==> config.mk <==
export PLATFORM = sky130hd
export DESIGN_NAME = elastic_fifo
export DESIGN_NICKNAME = d
export VERILOG_FILES = /design/src/rtl/elastic_fifo.sv
export SDC_FILE = /design/constraint.sdc
export NUM_CORES = 1
export LEC_CHECK = 0
export ABC_AREA = 1
export CORE_MARGIN = 2
export CORE_UTILIZATION = 57
export DETAILED_ROUTE_END_ITERATION = 7
export HOLD_SLACK_MARGIN = 0.05
export PLACE_DENSITY = 0.9
export SLEW_MARGIN = 40
export SYNTH_ARGS = -nofsm -noshare
export SYNTH_HDL_FRONTEND = slang
export SYNTH_SLANG_ARGS = --single-unit
==> constraint.sdc <==
create_clock -name clk_i -period 4.5 [get_ports clk_i]
set_clock_uncertainty 0.15 [all_clocks]
set_input_delay 0.9 -clock clk_i [delete_from_list [all_inputs] [get_ports clk_i]]
set_output_delay 0.9 -clock clk_i [all_outputs]
set_load 0.05 [all_outputs]
==> src/rtl/elastic_fifo.sv <==
// Parametrised valid/ready elastic buffer with occupancy and almost-full reporting.
// Optional zero-latency pass-through when empty: define ELASTIC_FIFO_BYPASS_EN.
module elastic_fifo #(
   parameter int unsigned width_p          = 8,
   parameter int unsigned depth_p          = 4,
   parameter int unsigned almost_full_p    = depth_p - 1,
   parameter bit          datapath_reset_p = 1'b0
) (
   input  logic                       clk_i,
   input  logic                       reset_ni,
   input  logic [width_p-1:0]         data_i,
   input  logic                       valid_i,
   output logic                       ready_o,
   output logic                       valid_o,
   output logic [width_p-1:0]         data_o,
   input  logic                       ready_i,
   output logic [$clog2(depth_p):0]   count_o,
   output logic                       almost_full_o
);

   localparam int unsigned addr_w = $clog2(depth_p);
   localparam int unsigned ptr_w  = addr_w + 1;

   logic [width_p-1:0] mem [depth_p];
   logic [ptr_w-1:0]   wr_ptr_r;
   logic [ptr_w-1:0]   rd_ptr_r;
   logic [addr_w-1:0]  wr_idx;
   logic [addr_w-1:0]  rd_idx;
   logic               empty;
   logic               full;
   logic               push;
   logic               wr_en;
   logic               pop;

   assign wr_idx = wr_ptr_r[addr_w-1:0];
   assign rd_idx = rd_ptr_r[addr_w-1:0];

   // Wrap bit distinguishes full from empty when the index bits match
   assign empty = (wr_ptr_r == rd_ptr_r);
   assign full  = (wr_idx == rd_idx) && (wr_ptr_r[ptr_w-1] != rd_ptr_r[ptr_w-1]);

   assign ready_o       = reset_ni & ~full;
   assign count_o       = wr_ptr_r - rd_ptr_r;
   assign almost_full_o = (count_o >= ptr_w'(almost_full_p));
   assign push          = valid_i & ready_o;
   assign pop           = ~empty & ready_i;

`ifdef ELASTIC_FIFO_BYPASS_EN
   logic bypass;

   // An empty buffer presents the incoming word directly; it is stored only if not taken
   assign bypass  = empty & valid_i & reset_ni;
   assign valid_o = ~empty | bypass;
   assign data_o  = empty ? data_i : mem[rd_idx];
   assign wr_en   = push & ~(bypass & ready_i);
`else
   assign valid_o = ~empty;
   assign data_o  = mem[rd_idx];
   assign wr_en   = push;
`endif

   // Pointer update
   always_ff @(posedge clk_i or negedge reset_ni) begin
      if (!reset_ni) begin
         wr_ptr_r <= '0;
         rd_ptr_r <= '0;
      end else begin
         if (wr_en) begin
            wr_ptr_r <= wr_ptr_r + ptr_w'(1);
         end
         if (pop) begin
            rd_ptr_r <= rd_ptr_r + ptr_w'(1);
         end
      end
   end

   // Storage, optionally cleared by reset
   if (datapath_reset_p) begin : g_mem_rst
      always_ff @(posedge clk_i or negedge reset_ni) begin
         if (!reset_ni) begin
            for (int i = 0; i < int'(depth_p); i++) begin
               mem[i] <= '0;
            end
         end else if (wr_en) begin
            mem[wr_idx] <= data_i;
         end
      end
   end else begin : g_mem_norst
      always_ff @(posedge clk_i) begin
         if (wr_en) begin
            mem[wr_idx] <= data_i;
         end
      end
   end

endmodule

==> flow_summary.ini, run 1 <==
[status]
status = complete, but fails checks
violations = design-rule violations

[clock_tree]
cts_sinks = 38
hold_buffers = 0
cts_htree_levels = 2
post_cts_buffers = 0
numCtsBuffers = 5
cts_resized = 0
cts_root_buf = clkbuf_4
clockBufferDepth = 2
path_clk_slew_ns = 0.10
cts_tree = yes
clock_latency_ns = 0.33

[timing]
tightest_slew_ns = 0.773
fmax_mhz = 257
finalCriticalPeriod_ns = 3.89
rsz0062_at_grt = no
tns_ns = 0
finalHoldViolCount = 0
setup_viol = 0
final_max_slew_viol_count = 0
fin_crit_sh_pct = 86.4
slew_headroom_pct = 48.3
hold_ws_ns = 0.402

[critical_path]
crit_chain = ha_1 -> inv_1 -> fa_1 -> xor2_1 -> inv_1 -> clkdlybuf4s50_1
critPathBufInv = 3
crit_path_max_fanout = 20
path_common_cell = inv_1
cp.required_ns = 3.45
critPathMaxStageDelay_ns = 0.79
cpMaxStageDelayCell = clkdlybuf4s50_1
worstPathArrival_ns = 2.84
endpoint_kind = output pin
cp_top_family = buffers and inverters
cp-start-kind = flop
path_class = flop to output pin

[finish]
drive_gt1_share_pct = 7.56
stdcell_count = 203
diodes = 0
synthToLayoutAreaGrowth_pct = 18.9
nets = 191

[place]
port_buffers = 25
gp_congestion = 0.860
place_inst = 195
place_hpwl_mm = 2.17

[global_routing]
grt_usage_pct = 19.7
grt_pass1_wl_mm = 4.82
grt_max_degree = 21
grt_pass1_vias = 1065
antenna_found_initial = 0
grt-ovfl-total = 0

[detailed_routing]
drt-total-wl_mm = 3.05
firstDrtPassIters = 6
drtIter0Drc = 94
drc = 1
ant_nets = 0
vias_per_cell = 5.40
vias = 1096
wl_per_cell_um = 15.0

[floorplanning]
die_h_um = 58.6
initial_utilization_pct = 60.6
ios = 26
die_w_um = 58.6
coreArea_um2 = 2810
die_area_um2 = 3430
row_count = 19

[run]
cap_violations = 0

[yosys]
syn_nets = 163
syn_area_per_cell_um2 = 11.9
ys_seq_area_share_pct = 65.4
synth_cell_types = 23
syn_area_um2 = 1700
synth_cells = 143
synth-warning-count = 0
ys_ff_latch = 38

[worst_hold_path]
hold_path_class = flop to flop
-- cells in the mapped netlist --
cell / instances / share of area [%]
nand4_1: 3 / 1.1
buf_4: 1 / 0.44
buf_6: 1 / 0.66
clkbuf_2: 1 / 0.29
dfrtp_1: 6 / 8.8
ha_1: 7 / 5.2
fa_1: 1 / 1.2
nand2_1: 22 / 4.9
a21boi_0: 1 / 0.44
buf_2: 1 / 0.29
o21ai_0: 16 / 4.7
nand2_4: 1 / 0.66
nand3_4: 1 / 1.0
edfxtp_1: 32 / 57
inv_2: 1 / 0.22
xor2_1: 1 / 0.52
inv_1: 13 / 2.9
o22ai_1: 8 / 2.9
o21ai_2: 1 / 0.52
nor2_1: 20 / 4.4
xnor2_1: 1 / 0.52
nand3_2: 2 / 1.2
nand3_1: 2 / 0.59
-- final cells by class --
type | count | area, um^2
fillers | 201 | 786
multi-input cells | 87 | 507
clock buffers | 7 | 55.1
repair buffers | 25 | 250
flip-flops and latches | 38 | 1110
well taps | 31 | 38.8
clock inverters | 1 | 5.00
inverters | 14 | 52.6
-- routing by layer --
layer	vias up	part of all wire, %	GRT usage [%]
met1	515	42	25.3
li1	553	-	-
met2	24	53	33.1
met4	0	0.95	6.82
met3	4	3.7	4.62
met5	-	0	0
-- cell families after synthesis --
kind of cell	after synthesis	synth area share (%)
compound gates	26	8.62
xor+xnor	2	1.03
fa+ha+maj	8	6.33
buf+inv	18	4.79
flops	38	65.4
simple gates	51	13.8
-- state kept, by name (all words and copies together) (netlist names) --
register	flops
mem	32
rd_ptr_r	3
wr_ptr_r	3
-- stage by stage --
step | instance area, um^2 | worst slack, ns | util, %
5_1_grt | 2020 | 0.462 | 72.0
3_5_place_dp | 1960 | 0.760 | 69.8
3_3_place_gp | 1960 | 0.789 | 69.8
6_report | 2020 | 0.611 | 72.0
4_1_cts | 2020 | 0.576 | 72.0
2_1_floorplan | 1700 | 1.23 | -
-- path summary, 6_finish.rpt --
kind / from / to / slack [ns] / depth (start not counted)
hold / removal: wr_ptr_r[2] / wr_ptr_r[2] / 0.40 / 2
setup reg to reg: rd_ptr_r[1] / mem[0][1] / 1.78 / 7
max in group asynchronous: reset_ni / rd_ptr_r[2] / 3.20 / 1
min in group asynchronous: reset_ni / rd_ptr_r[0] / 0.71 / 1
hold reg to reg: wr_ptr_r[2] / wr_ptr_r[2] / 0.40 / 2
setup / recovery: rd_ptr_r[0] / count_o[2] / 0.61 / 6
-- worst register-to-register path: stages (launching register included) --
cell and delay (ns):
dfrtp_1 0.56, inv_1 0.26, ha_1 0.33, nand2_1 0.06, inv_1 0.09, nand3_2 0.12
nand3_2 0.14, nor2_1 0.64
-- layout by cell type (no fill, tap or decap), drive strengths merged, types with 3 or more instances in the layout --
cell type      synthesis  final
ha                     7      7
clkbuf                 1      7
edfxtp                32     32
o21ai                 17     17
nand3                  5      5
clkdlybuf4s50          0     25
inv                   14     14
o22ai                  8      8
nand4                  3      3
dfrtp                  6      6
nand2                 23     23
nor2                  20     20
Power of run 1 is not shown: default switching activity piles up to over one toggle a cycle in this logic, so the estimate is an artifact.
==> run 2: changes to the inputs <==
ABC_CLOCK_PERIOD_IN_PS = 4500   (was default)
==> results of run 2 <==
The final DEF is identical to that of run 1; final timing and power are the same.
Power of run 2 is left out for the same reason.
